**src/rtl/mem_controller_rr_pkg.sv**
```systemverilog
`default_nettype none
// ============================================================================
//  Module   : mem_controller_rr_pkg
//  Brief    : Shared channel-state encoding and index-width helper for the
//             round-robin memory controller.
//  Revision : 1.0 - initial release
// ============================================================================
package mem_controller_rr_pkg;

   // Per-channel controller state
   typedef enum logic [2:0] {
      CONTROLLER_IDLE = 3'd0,
      READ_WAITING    = 3'd1,
      WRITE_WAITING   = 3'd2,
      READ_RELAYING   = 3'd3,
      WRITE_RELAYING  = 3'd4
   } controller_state_t;

   // Index width that never collapses to zero for a single requester
   function automatic int clog2_min1(input int n);
      return (n <= 1) ? 1 : $clog2(n);
   endfunction

endpackage
`default_nettype wire

```
**src/rtl/mem_arbiter_rr.sv**
```systemverilog
`default_nettype none
// ============================================================================
//  Module   : mem_arbiter_rr
//  Brief    : Combinational multi-grant round-robin picker. Idle channels in
//             ascending order each take the next unclaimed eligible consumer,
//             scanning upward from the round-robin pointer.
//  Revision : 1.0 - initial release
// ============================================================================
module mem_arbiter_rr
   import mem_controller_rr_pkg::*;
#(
   parameter int NUM_CONSUMERS = 4,
   parameter int NUM_CHANNELS  = 1,
   parameter int IDX_BITS      = clog2_min1(NUM_CONSUMERS)
) (
   input  logic [NUM_CONSUMERS-1:0]         i_eligible,
   input  logic [NUM_CHANNELS-1:0]          i_idle,
   input  logic [IDX_BITS-1:0]              i_rr_ptr,
   output logic [NUM_CHANNELS-1:0]          o_grant_valid,
   output logic [NUM_CHANNELS*IDX_BITS-1:0] o_grant_idx,
   output logic [IDX_BITS-1:0]              o_next_ptr
);

   logic [NUM_CONSUMERS-1:0] w_avail;
   logic                     w_found;
   logic                     w_any;
   logic [IDX_BITS-1:0]      w_cand;
   logic [IDX_BITS-1:0]      w_last;

   // Sequential scan: a consumer taken by a lower channel is removed from the pool
   always_comb begin
      w_avail       = i_eligible;
      w_found       = 1'b0;
      w_any         = 1'b0;
      w_cand        = '0;
      w_last        = '0;
      o_grant_valid = '0;
      o_grant_idx   = '0;
      for (int ch = 0; ch < NUM_CHANNELS; ch++) begin
         w_found = 1'b0;
         for (int k = 0; k < NUM_CONSUMERS; k++) begin
            w_cand = IDX_BITS'((int'(i_rr_ptr) + k) % NUM_CONSUMERS);
            if (i_idle[ch] && !w_found && w_avail[w_cand]) begin
               w_found                                 = 1'b1;
               w_any                                   = 1'b1;
               w_last                                  = w_cand;
               w_avail[w_cand]                         = 1'b0;
               o_grant_valid[ch]                       = 1'b1;
               o_grant_idx[ch*IDX_BITS +: IDX_BITS]    = w_cand;
            end
         end
      end
      o_next_ptr = w_any ? IDX_BITS'((int'(w_last) + 1) % NUM_CONSUMERS) : i_rr_ptr;
   end

endmodule
`default_nettype wire

```
**src/rtl/mem_controller_rr.sv**
```systemverilog
`default_nettype none
// ============================================================================
//  Module   : mem_controller_rr
//  Brief    : Multi-channel memory controller with round-robin arbitration
//             between consumers (fetchers/LSUs) and global-memory channels.
//             Write path is removed when WRITE_ENABLE = 0.
//  Revision : 1.0 - initial release
// ============================================================================
module mem_controller_rr
   import mem_controller_rr_pkg::*;
#(
   parameter int ADDR_BITS     = 8,
   parameter int DATA_BITS     = 16,
   parameter int NUM_CONSUMERS = 4,
   parameter int NUM_CHANNELS  = 1,
   parameter int WRITE_ENABLE  = 1
) (
   input  logic                               clk,
   input  logic                               reset,
   input  logic [NUM_CONSUMERS-1:0]           consumer_read_valid,
   input  logic [NUM_CONSUMERS*ADDR_BITS-1:0] consumer_read_address,
   output logic [NUM_CONSUMERS-1:0]           consumer_read_ready,
   output logic [NUM_CONSUMERS*DATA_BITS-1:0] consumer_read_data,
   input  logic [NUM_CONSUMERS-1:0]           consumer_write_valid,
   input  logic [NUM_CONSUMERS*ADDR_BITS-1:0] consumer_write_address,
   input  logic [NUM_CONSUMERS*DATA_BITS-1:0] consumer_write_data,
   output logic [NUM_CONSUMERS-1:0]           consumer_write_ready,
   output logic [NUM_CHANNELS-1:0]            mem_read_valid,
   output logic [NUM_CHANNELS*ADDR_BITS-1:0]  mem_read_address,
   input  logic [NUM_CHANNELS-1:0]            mem_read_ready,
   input  logic [NUM_CHANNELS*DATA_BITS-1:0]  mem_read_data,
   output logic [NUM_CHANNELS-1:0]            mem_write_valid,
   output logic [NUM_CHANNELS*ADDR_BITS-1:0]  mem_write_address,
   output logic [NUM_CHANNELS*DATA_BITS-1:0]  mem_write_data,
   input  logic [NUM_CHANNELS-1:0]            mem_write_ready,
   output logic [NUM_CHANNELS-1:0]            channel_busy
);

   localparam int c_IDX_BITS = clog2_min1(NUM_CONSUMERS);

   // Unpacked views of the flattened buses
   logic [ADDR_BITS-1:0]  w_rd_addr     [NUM_CONSUMERS];
   logic [ADDR_BITS-1:0]  w_wr_addr     [NUM_CONSUMERS];
   logic [DATA_BITS-1:0]  w_wr_data     [NUM_CONSUMERS];
   logic [DATA_BITS-1:0]  w_mem_rd_data [NUM_CHANNELS];
   logic [NUM_CONSUMERS-1:0] w_write_req;

   // Channel state
   controller_state_t     r_state       [NUM_CHANNELS];
   controller_state_t     w_state_nxt   [NUM_CHANNELS];
   logic [c_IDX_BITS-1:0] r_owner       [NUM_CHANNELS];
   logic [c_IDX_BITS-1:0] w_owner_nxt   [NUM_CHANNELS];
   logic [NUM_CHANNELS-1:0] r_mem_read_valid,  w_mem_read_valid_nxt;
   logic [NUM_CHANNELS-1:0] r_mem_write_valid, w_mem_write_valid_nxt;
   logic [ADDR_BITS-1:0]  r_mem_read_address  [NUM_CHANNELS];
   logic [ADDR_BITS-1:0]  w_mem_read_address_nxt  [NUM_CHANNELS];
   logic [ADDR_BITS-1:0]  r_mem_write_address [NUM_CHANNELS];
   logic [ADDR_BITS-1:0]  w_mem_write_address_nxt [NUM_CHANNELS];
   logic [DATA_BITS-1:0]  r_mem_write_data    [NUM_CHANNELS];
   logic [DATA_BITS-1:0]  w_mem_write_data_nxt    [NUM_CHANNELS];

   // Consumer-facing state
   logic [NUM_CONSUMERS-1:0] r_cons_read_ready,  w_cons_read_ready_nxt;
   logic [NUM_CONSUMERS-1:0] r_cons_write_ready, w_cons_write_ready_nxt;
   logic [DATA_BITS-1:0]     r_cons_read_data     [NUM_CONSUMERS];
   logic [DATA_BITS-1:0]     w_cons_read_data_nxt [NUM_CONSUMERS];

   // Arbitration
   logic [c_IDX_BITS-1:0]              r_rr_ptr;
   logic [c_IDX_BITS-1:0]              w_next_ptr;
   logic [NUM_CHANNELS-1:0]            w_idle;
   logic [NUM_CONSUMERS-1:0]           w_claimed;
   logic [NUM_CONSUMERS-1:0]           w_eligible;
   logic [NUM_CHANNELS-1:0]            w_grant_valid;
   logic [NUM_CHANNELS*c_IDX_BITS-1:0] w_grant_idx;
   logic [c_IDX_BITS-1:0]              w_gidx;

   generate
      for (genvar i = 0; i < NUM_CONSUMERS; i++) begin : g_cons
         assign w_rd_addr[i] = consumer_read_address[i*ADDR_BITS +: ADDR_BITS];
         assign w_wr_addr[i] = consumer_write_address[i*ADDR_BITS +: ADDR_BITS];
         assign w_wr_data[i] = consumer_write_data[i*DATA_BITS +: DATA_BITS];
         assign consumer_read_data[i*DATA_BITS +: DATA_BITS] = r_cons_read_data[i];
      end

      for (genvar c = 0; c < NUM_CHANNELS; c++) begin : g_chan
         assign w_mem_rd_data[c] = mem_read_data[c*DATA_BITS +: DATA_BITS];
         assign mem_read_address[c*ADDR_BITS +: ADDR_BITS] = r_mem_read_address[c];
      end

      if (WRITE_ENABLE != 0) begin : g_write
         assign w_write_req          = consumer_write_valid;
         assign mem_write_valid      = r_mem_write_valid;
         assign consumer_write_ready = r_cons_write_ready;
         for (genvar c = 0; c < NUM_CHANNELS; c++) begin : g_wr_pack
            assign mem_write_address[c*ADDR_BITS +: ADDR_BITS] = r_mem_write_address[c];
            assign mem_write_data[c*DATA_BITS +: DATA_BITS]    = r_mem_write_data[c];
         end
      end else begin : g_no_write
         assign w_write_req          = '0;
         assign mem_write_valid      = '0;
         assign consumer_write_ready = '0;
         assign mem_write_address    = '0;
         assign mem_write_data       = '0;
      end
   endgenerate

   assign consumer_read_ready = r_cons_read_ready;
   assign mem_read_valid      = r_mem_read_valid;
   assign channel_busy        = ~w_idle;

   // A consumer stays claimed while any channel holds it outside IDLE
   always_comb begin
      w_claimed = '0;
      w_idle    = '0;
      for (int ch = 0; ch < NUM_CHANNELS; ch++) begin
         if (r_state[ch] == CONTROLLER_IDLE) w_idle[ch] = 1'b1;
         else                                w_claimed[r_owner[ch]] = 1'b1;
      end
   end

   assign w_eligible = (consumer_read_valid | w_write_req) & ~w_claimed;

   mem_arbiter_rr #(
      .NUM_CONSUMERS (NUM_CONSUMERS),
      .NUM_CHANNELS  (NUM_CHANNELS),
      .IDX_BITS      (c_IDX_BITS)
   ) u_arbiter (
      .i_eligible    (w_eligible),
      .i_idle        (w_idle),
      .i_rr_ptr      (r_rr_ptr),
      .o_grant_valid (w_grant_valid),
      .o_grant_idx   (w_grant_idx),
      .o_next_ptr    (w_next_ptr)
   );

   // Per-channel next-state and registered-output computation
   always_comb begin
      w_state_nxt             = r_state;
      w_owner_nxt             = r_owner;
      w_mem_read_valid_nxt    = r_mem_read_valid;
      w_mem_write_valid_nxt   = r_mem_write_valid;
      w_mem_read_address_nxt  = r_mem_read_address;
      w_mem_write_address_nxt = r_mem_write_address;
      w_mem_write_data_nxt    = r_mem_write_data;
      w_cons_read_ready_nxt   = r_cons_read_ready;
      w_cons_write_ready_nxt  = r_cons_write_ready;
      w_cons_read_data_nxt    = r_cons_read_data;
      w_gidx                  = '0;
      for (int ch = 0; ch < NUM_CHANNELS; ch++) begin
         w_gidx = w_grant_idx[ch*c_IDX_BITS +: c_IDX_BITS];
         case (r_state[ch])
            CONTROLLER_IDLE: begin
               if (w_grant_valid[ch]) begin
                  w_owner_nxt[ch] = w_gidx;
                  // Read takes precedence; a pending write waits for a later grant
                  if (consumer_read_valid[w_gidx]) begin
                     w_state_nxt[ch]            = READ_WAITING;
                     w_mem_read_valid_nxt[ch]   = 1'b1;
                     w_mem_read_address_nxt[ch] = w_rd_addr[w_gidx];
                  end else begin
                     w_state_nxt[ch]             = WRITE_WAITING;
                     w_mem_write_valid_nxt[ch]   = 1'b1;
                     w_mem_write_address_nxt[ch] = w_wr_addr[w_gidx];
                     w_mem_write_data_nxt[ch]    = w_wr_data[w_gidx];
                  end
               end
            end
            READ_WAITING: begin
               if (mem_read_ready[ch]) begin
                  w_state_nxt[ch]                   = READ_RELAYING;
                  w_mem_read_valid_nxt[ch]          = 1'b0;
                  w_cons_read_ready_nxt[r_owner[ch]] = 1'b1;
                  w_cons_read_data_nxt[r_owner[ch]]  = w_mem_rd_data[ch];
               end
            end
            WRITE_WAITING: begin
               if (mem_write_ready[ch]) begin
                  w_state_nxt[ch]                    = WRITE_RELAYING;
                  w_mem_write_valid_nxt[ch]          = 1'b0;
                  w_cons_write_ready_nxt[r_owner[ch]] = 1'b1;
               end
            end
            READ_RELAYING: begin
               if (!consumer_read_valid[r_owner[ch]]) begin
                  w_state_nxt[ch]                   = CONTROLLER_IDLE;
                  w_cons_read_ready_nxt[r_owner[ch]] = 1'b0;
               end
            end
            WRITE_RELAYING: begin
               if (!w_write_req[r_owner[ch]]) begin
                  w_state_nxt[ch]                    = CONTROLLER_IDLE;
                  w_cons_write_ready_nxt[r_owner[ch]] = 1'b0;
               end
            end
            default: w_state_nxt[ch] = CONTROLLER_IDLE;
         endcase
      end
   end

   // State and output registers with asynchronous active-low reset
   always_ff @(posedge clk or negedge reset) begin
      if (!reset) begin
         for (int ch = 0; ch < NUM_CHANNELS; ch++) begin
            r_state[ch]             <= CONTROLLER_IDLE;
            r_owner[ch]             <= '0;
            r_mem_read_address[ch]  <= '0;
            r_mem_write_address[ch] <= '0;
            r_mem_write_data[ch]    <= '0;
         end
         for (int i = 0; i < NUM_CONSUMERS; i++) begin
            r_cons_read_data[i] <= '0;
         end
         r_mem_read_valid   <= '0;
         r_mem_write_valid  <= '0;
         r_cons_read_ready  <= '0;
         r_cons_write_ready <= '0;
         r_rr_ptr           <= '0;
      end else begin
         r_state             <= w_state_nxt;
         r_owner             <= w_owner_nxt;
         r_mem_read_address  <= w_mem_read_address_nxt;
         r_mem_write_address <= w_mem_write_address_nxt;
         r_mem_write_data    <= w_mem_write_data_nxt;
         r_cons_read_data    <= w_cons_read_data_nxt;
         r_mem_read_valid    <= w_mem_read_valid_nxt;
         r_mem_write_valid   <= w_mem_write_valid_nxt;
         r_cons_read_ready   <= w_cons_read_ready_nxt;
         r_cons_write_ready  <= w_cons_write_ready_nxt;
         r_rr_ptr            <= w_next_ptr;
      end
   end

endmodule
`default_nettype wire
```
**config.mk**
```make
export PLATFORM = sky130hd
export DESIGN_NAME = mem_controller_rr
export DESIGN_NICKNAME = d
export VERILOG_FILES = /design/src/rtl/mem_controller_rr_pkg.sv /design/src/rtl/mem_arbiter_rr.sv /design/src/rtl/mem_controller_rr.sv
export SDC_FILE = /design/constraint.sdc
export NUM_CORES = 1
export LEC_CHECK = 0
export CAP_MARGIN = 30
export CORE_ASPECT_RATIO = 0.5
export CORE_MARGIN = 2
export CORE_UTILIZATION = 46
export CTS_CLUSTER_DIAMETER = 60
export DETAILED_ROUTE_END_ITERATION = 10
export GPL_TIMING_DRIVEN = 0
export HOLD_SLACK_MARGIN = 0.1
export PLACE_DENSITY = 0.87
export REMOVE_ABC_BUFFERS = 1
export SLEW_MARGIN = 20
export SYNTH_ARGS = -nofsm -noshare
export SYNTH_HDL_FRONTEND = slang
export SYNTH_HIERARCHICAL = 1
export SYNTH_SLANG_ARGS = --single-unit
```
**constraint.sdc**
```tcl
create_clock -name clk -period 8.2 [get_ports clk]
set_input_delay 2.46 -clock clk [delete_from_list [all_inputs] [get_ports clk]]
set_output_delay 2.46 -clock clk [all_outputs]
set_load 0.01 [all_outputs]
```
==> impl_metrics.yaml, run 1 <==
yosys:
  synth_top_area_frac: 0.4853
  yosysWarnings: 6
  yosysTopAreaCell: "dfrtp_1"
  ys_ff_latch: 113
  synthTopCellsByCount: "dfrtp_1 (113), mux2_2 (81), mux4_2 (36)"
  yosys-top-cells-area: "dfrtp_1 (49%), mux2_2 (16%), mux4_2 (14%), mux2_4 (4.6%), a21oi_1 (1.3%)"
  syn_area_um2: 5827
  yosysSeqAreaShare: 0.4853
  synth.most_common_cell: "dfrtp_1"
  avgSynthCellArea_um2: 14.79
  synth-edff-count: 0
  synth_ff_type: "dfrtp_1"
  syn_inst: 394
  synth_cell_types: 57
  async_reset_ff_frac: 1.000
cells_and_area:
  multi_input_area_um2: 2820
  nFillCells: 733
  final_cells: 836
  nNetsFinal: 818
  syn2layout_area_growth_pct: 58.32
  layout-drive-gt1-share: 0.2861
  fin_area_um2: 9225
  n_antenna_cell: 0
  final-seq-area_um2: 2828
setup_path:
  endpoint_kind: "flop"
  cp_data_arrival_time_ns: 7.37
  r2r-end: "mem_write_data[5]"
  crit_fanout: 26
  cp-start-kind: "input port"
  crit_end: "mem_write_data[5]"
  critPathKind: "input port to flop"
  r2r-start: "r_state[0]"
  reg2reg_depth: 13
  crit_required_ns: 8.48
  crit_path_start: "consumer_write_valid[2]"
  r2r_setup_slack_ns: 2.28
timing:
  slew_viol_final: 0
  tightestPinTransition_ns: 0.9884
  timing.hold.ws_ns: 0.4974
  timing_hold_violations_final: 0
  slew_headroom: 0.3316
  fin_skew_ns: 0.004763
  max_freq_ghz: 0.1411
  rsz0062_at_grt: "no"
  period_share: 0.8641
  setup_violations: 0
  final.min_clock_period_ns: 7.085
global_route:
  grt_pass1_wl_um: 26450
  overflow: 0
  grt_max_degree: 79
  antenna_found_initial: 0
  grt_pass1_vias: 4909
  grt.total_usage: 0.2545
placed_design:
  place_congestion: 0.8315
  placed_cells: 804
  portBuffers: 262
  dp_hpwl_um: 12730
  placed_area_um2: 8616
cts:
  cts_tree: "done"
  clock-root-buffer: "clkbuf_16"
  clk_latency_ns: 0.40
  htreeDepth: 4
  cts.path.max_buffers: 2
  post-cts-setup-buffer-count: 0
  ctsResizeCount: 0
  cts_hold_buf: 0
  clock_sinks: 113
  numCtsBuffers: 17
  cts.clk_slew.worst_paths_ns: 0.05
floorplanning:
  num_io_pins: 263
  core_area_um2: 12090
  die_area_um2: 13640
  die_x_um: 163.2
  num_rows: 28
  dieHeight_um: 83.59
  start_util: 0.4821
route:
  drc: 0
  viasPerCell: 5.488
  antenna_left: 0
  routedWlPerCell_um: 20.22
  vias: 4588
  drt_iter0_drc: 415
  wirelength_um: 16910
  first_pass_iters: 5
power_and_ir_drop:
  ir_worst_vdd_v: 0.0002174
  leakagePower_uw: 0.003809
  p_per_area_nw_per_um2: 423.2
  finalPower_uw: 3904
outcome:
  status: "completed"
min_path:
  hold_path_class: "flop to flop"
run:
  drv_cap: 0
[state kept, by name (all words and copies together) (netlist names), named ones only]
signal / flops
consumer_read_data: 64
mem_read_address: 8
mem_read_valid: 1
mem_write_address: 8
mem_write_data: 16
mem_write_valid: 1
r_owner: 2
r_rr_ptr: 2
r_state: 3
[critical path, stage by stage]
cell and delay, ns:
clkdlybuf4s50_1 0.51, nor2_1 0.05, a21oi_1 0.40, mux2_2 0.30, a311oi_1 0.11, o32ai_2 0.47
or3b_4 0.45, a211o_1 0.33, o31ai_4 0.65, mux4_2 0.70, nor2_8 0.50, mux2_2 0.40
[metrics by stage]
step | utilization | setup TNS (ns) | worst slack [ns]
2_1_floorplan | - | 0 | 0.7573
3_3_place_gp | 0.7026 | -17.20 | -0.6153
3_5_place_dp | 0.7128 | 0 | 0.7427
4_1_cts | 0.7633 | 0 | 1.159
5_1_grt | 0.7633 | 0 | 0.8874
6_report | 0.7633 | 0 | 1.115
[layout by cell type, fill, tap and decap left out, types with 3 or more instances in the layout]
cell and n:
clkdlybuf4s50_1 261, nor2_1 11, clkinv_4 3, ha_1 4
mux2_2 81, nor2b_1 5, bufinv_16 3, dfrtp_1 113
nand2_1 7, inv_6 5, mux2_4 18, o32a_1 3
nor3_1 3, a21oi_1 15, mux4_2 36, nand3_1 7
buf_6 3, nand2_2 3, a31oi_1 3, clkbuf_16 17
nand2b_1 5, inv_1 8
[power breakdown]
part / leakage [µW] / switching (µW) / internal, µW
sequential: 0.00141 / 176 / 815
clock: 0.000292 / 279 / 483
combinational: 0.00211 / 883 / 1270
[cells by family after synthesis]
kind of cell,after synthesis,share of synthesized area
multiplexers,137,0.3459
AO/OA/AOI/OAI,47,0.06163
XOR/XNOR,1,0.001503
AND/OR/NAND/NOR,60,0.06378
adder cells (fa/ha/maj),4,0.008590
buffers and inverters,32,0.03328
flip-flops,113,0.4853
[worst min path at each step]
stage                    startpoint  depth (start not counted)         endpoint
floorplan                      flop                          1             flop
global placement    mem_write_valid                          1  mem_write_valid
detailed placement  mem_write_valid                          1  mem_write_valid
CTS                 mem_write_valid                          1  mem_write_valid
global route        mem_write_valid                          1  mem_write_valid
finish              mem_write_valid                          1  mem_write_valid
[layer usage]
| metal | share of wire | GRT usage | up-vias |
|---|---|---|---|
| met1 | 0.39 | 0.3002 | 2295 |
| met3 | 0.053 | 0.05315 | 42 |
| met2 | 0.53 | 0.4496 | 211 |
| li1 | - | - | 2040 |
| met4 | 0.034 | 0.1126 | 0 |
| met5 | 0 | 0 | - |
[final cells by class]
class,instances,share of cell area
clock inverter,14,0.01953
tap,165,0.02238
clock buffer,18,0.04652
multi-input combinational,249,0.3057
inverter,8,0.003255
sequential,113,0.3065
timing repair buffer,269,0.2961
Power figures use the tool's default switching activity.
==> run 2, diff against run 1 <==
clock period = 9.2 ns   (was 8.2 ns; I/O delays follow)
==> results of run 2 <==
Same layout as run 1 (identical final DEF). Status: completed.
Among the figures that moved: setup slack after placement 0.7427 ns -> 1.443 ns; setup slack after layout 1.115 ns -> 1.815 ns; register-to-register setup slack 2.28 ns -> 3.28 ns; total power 3904 µW -> 3480 µW; worst IR drop on VDD 0.0002174 V -> 0.0001938 V
==> run 3, diff against run 2 <==
CORE_UTILIZATION = 42   (was 46)
PLACE_DENSITY = 0.81   (was 0.87)
clock period = 7.15 ns   (was 9.2 ns; I/O delays follow)
==> impl_metrics.yaml, run 3 (synthesized netlist as in run 1, its figures left out) <==
outcome:
  status: "completed"
floorplanning:
  core_area_um2: 13550
  start_util: 0.4300
  die_x_um: 170.6
  num_io_pins: 263
  dieHeight_um: 87.29
  num_rows: 30
  die_area_um2: 14890
timing:
  setup_violations: 0
  max_freq_ghz: 0.1580
  final.setup.tns_ns: 0
  slew_headroom: 0.3753
  tightestPinTransition_ns: 0.9237
  period_share: 0.8851
  timing_hold_violations_final: 0
  rsz0062_at_grt: "no"
  fin_skew_ns: 0.006860
  worst_slack_ns: 0.8213
  slew_viol_final: 0
  final.min_clock_period_ns: 6.329
setup_path:
  cp-start-kind: "input port"
  reg2reg_depth: 13
  r2r_setup_slack_ns: 1.71
  cp_data_arrival_time_ns: 6.61
  critPathKind: "input port to flop"
  r2r-start: "r_state[0]"
  crit_fanout: 26
  crit_required_ns: 7.44
  endpoint_kind: "flop"
  r2r-end: "mem_write_data[1]"
cts:
  htreeDepth: 4
  cts.clk_slew.worst_paths_ns: 0.06
  post-cts-setup-buffer-count: 0
  numCtsBuffers: 17
  cts_hold_buf: 0
  clk_latency_ns: 0.41
  cts.path.max_buffers: 2
  cts_tree: "done"
  ctsResizeCount: 0
  clock_sinks: 113
  clock-root-buffer: "clkbuf_16"
power_and_ir_drop:
  ir_worst_vdd_v: 0.0001980
  finalPower_uw: 4418
  p_per_area_nw_per_um2: 478.1
  leakagePower_uw: 0.003799
global_route:
  grt_pass1_vias: 4769
  grt.total_usage: 0.2249
  grt_max_degree: 75
  grt_pass1_wl_um: 25340
  overflow: 0
  antenna_found_initial: 0
cells_and_area:
  multi_input_area_um2: 2820
  final_cell_mix: "clkdlybuf4s50_1 (261), dfrtp_1 (113), mux2_2 (81), mux4_2 (36), mux2_4 (18)"
  largest_reg_flops: 64
  final-seq-area_um2: 2828
  layout_commonest_cell: "clkdlybuf4s50_1"
  n_antenna_cell: 0
  utilization: 0.6820
  nNetsFinal: 819
  nFillCells: 1015
  syn2layout_area_growth_pct: 58.60
  layout-drive-gt1-share: 0.2887
min_path:
  hold_depth: 1
  hold_path_class: "flop to flop"
route:
  drc: 0
  antenna_left: 0
  drt_iter0_drc: 180
  first_pass_iters: 4
  viasPerCell: 5.179
  routedWlPerCell_um: 18.99
  wirelength_um: 16410
  vias: 4475
run:
  drv_cap: 0
placed_design:
  portBuffers: 262
  pre_cts_slack_ns: 0.4734
  dp_hpwl_um: 12390
  place_congestion: 0.8451
==> run 3: worst max-delay path, cell delays in order <==
cell and delay, ns:
clkdlybuf4s50_1 0.54, nor2_1 0.06, a21oi_1 0.37, mux2_2 0.30, a311oi_1 0.12, o32ai_2 0.44, or3b_4 0.45, a211o_1 0.34
o31ai_4 0.28, mux4_2 0.64, nor2_8 0.51, mux2_2 0.40
==> run 3: stage by stage <==
step,hold WS [ns],cell area [µm²],std cells
2_1_floorplan,0.5287,5663,370
3_3_place_gp,0.4768,8526,824
3_5_place_dp,0.4924,8668,832
4_1_cts,0.5052,9241,864
5_1_grt,0.5116,9241,864
6_report,0.5011,9241,864
==> run 3: worst max path at each step <==
| stage | slack, ns | cells past startpoint | endpoint | start |
|---|---|---|---|---|
| global placement | -1.34 | 12 | mem_write_data[2] | consumer_write_valid[2] |
| floorplan | 0.02 | 11 | mem_write_data[0] | consumer_read_valid[2] |
| finish | 0.82 | 12 | mem_write_data[1] | consumer_write_valid[2] |
| global route | 0.67 | 12 | mem_write_data[4] | consumer_write_valid[2] |
| detailed placement | 0.47 | 12 | mem_write_data[5] | consumer_write_valid[2] |
| CTS | 0.90 | 12 | mem_write_data[1] | consumer_write_valid[2] |
==> run 3: layer usage <==
metal  track usage  up-vias  part of all wire
met1        0.2795     2256              0.41
met5             0        -                 0
met3       0.04362       27             0.045
met4       0.09091        0             0.025
met2        0.3920      149              0.52
li1              -     2043                 -
==> run 3: cell type report <==
cell class / instances / share of cell area
tap: 192 / 0.02600
sequential: 113 / 0.3060
clock inverter: 15 / 0.01598
inverter: 8 / 0.003249
multi-input combinational: 249 / 0.3052
clock buffer: 17 / 0.04603
timing repair buffer: 270 / 0.2976
==> run 3: report_power, final <==
group / switching (µW) / internal [µW] / leakage (µW)
Clock: 323 / 487 / 0.000274
Sequential: 201 / 935 / 0.00141
Combinational: 1000 / 1470 / 0.00212
Total: 1530 / 2890 / 0.00380
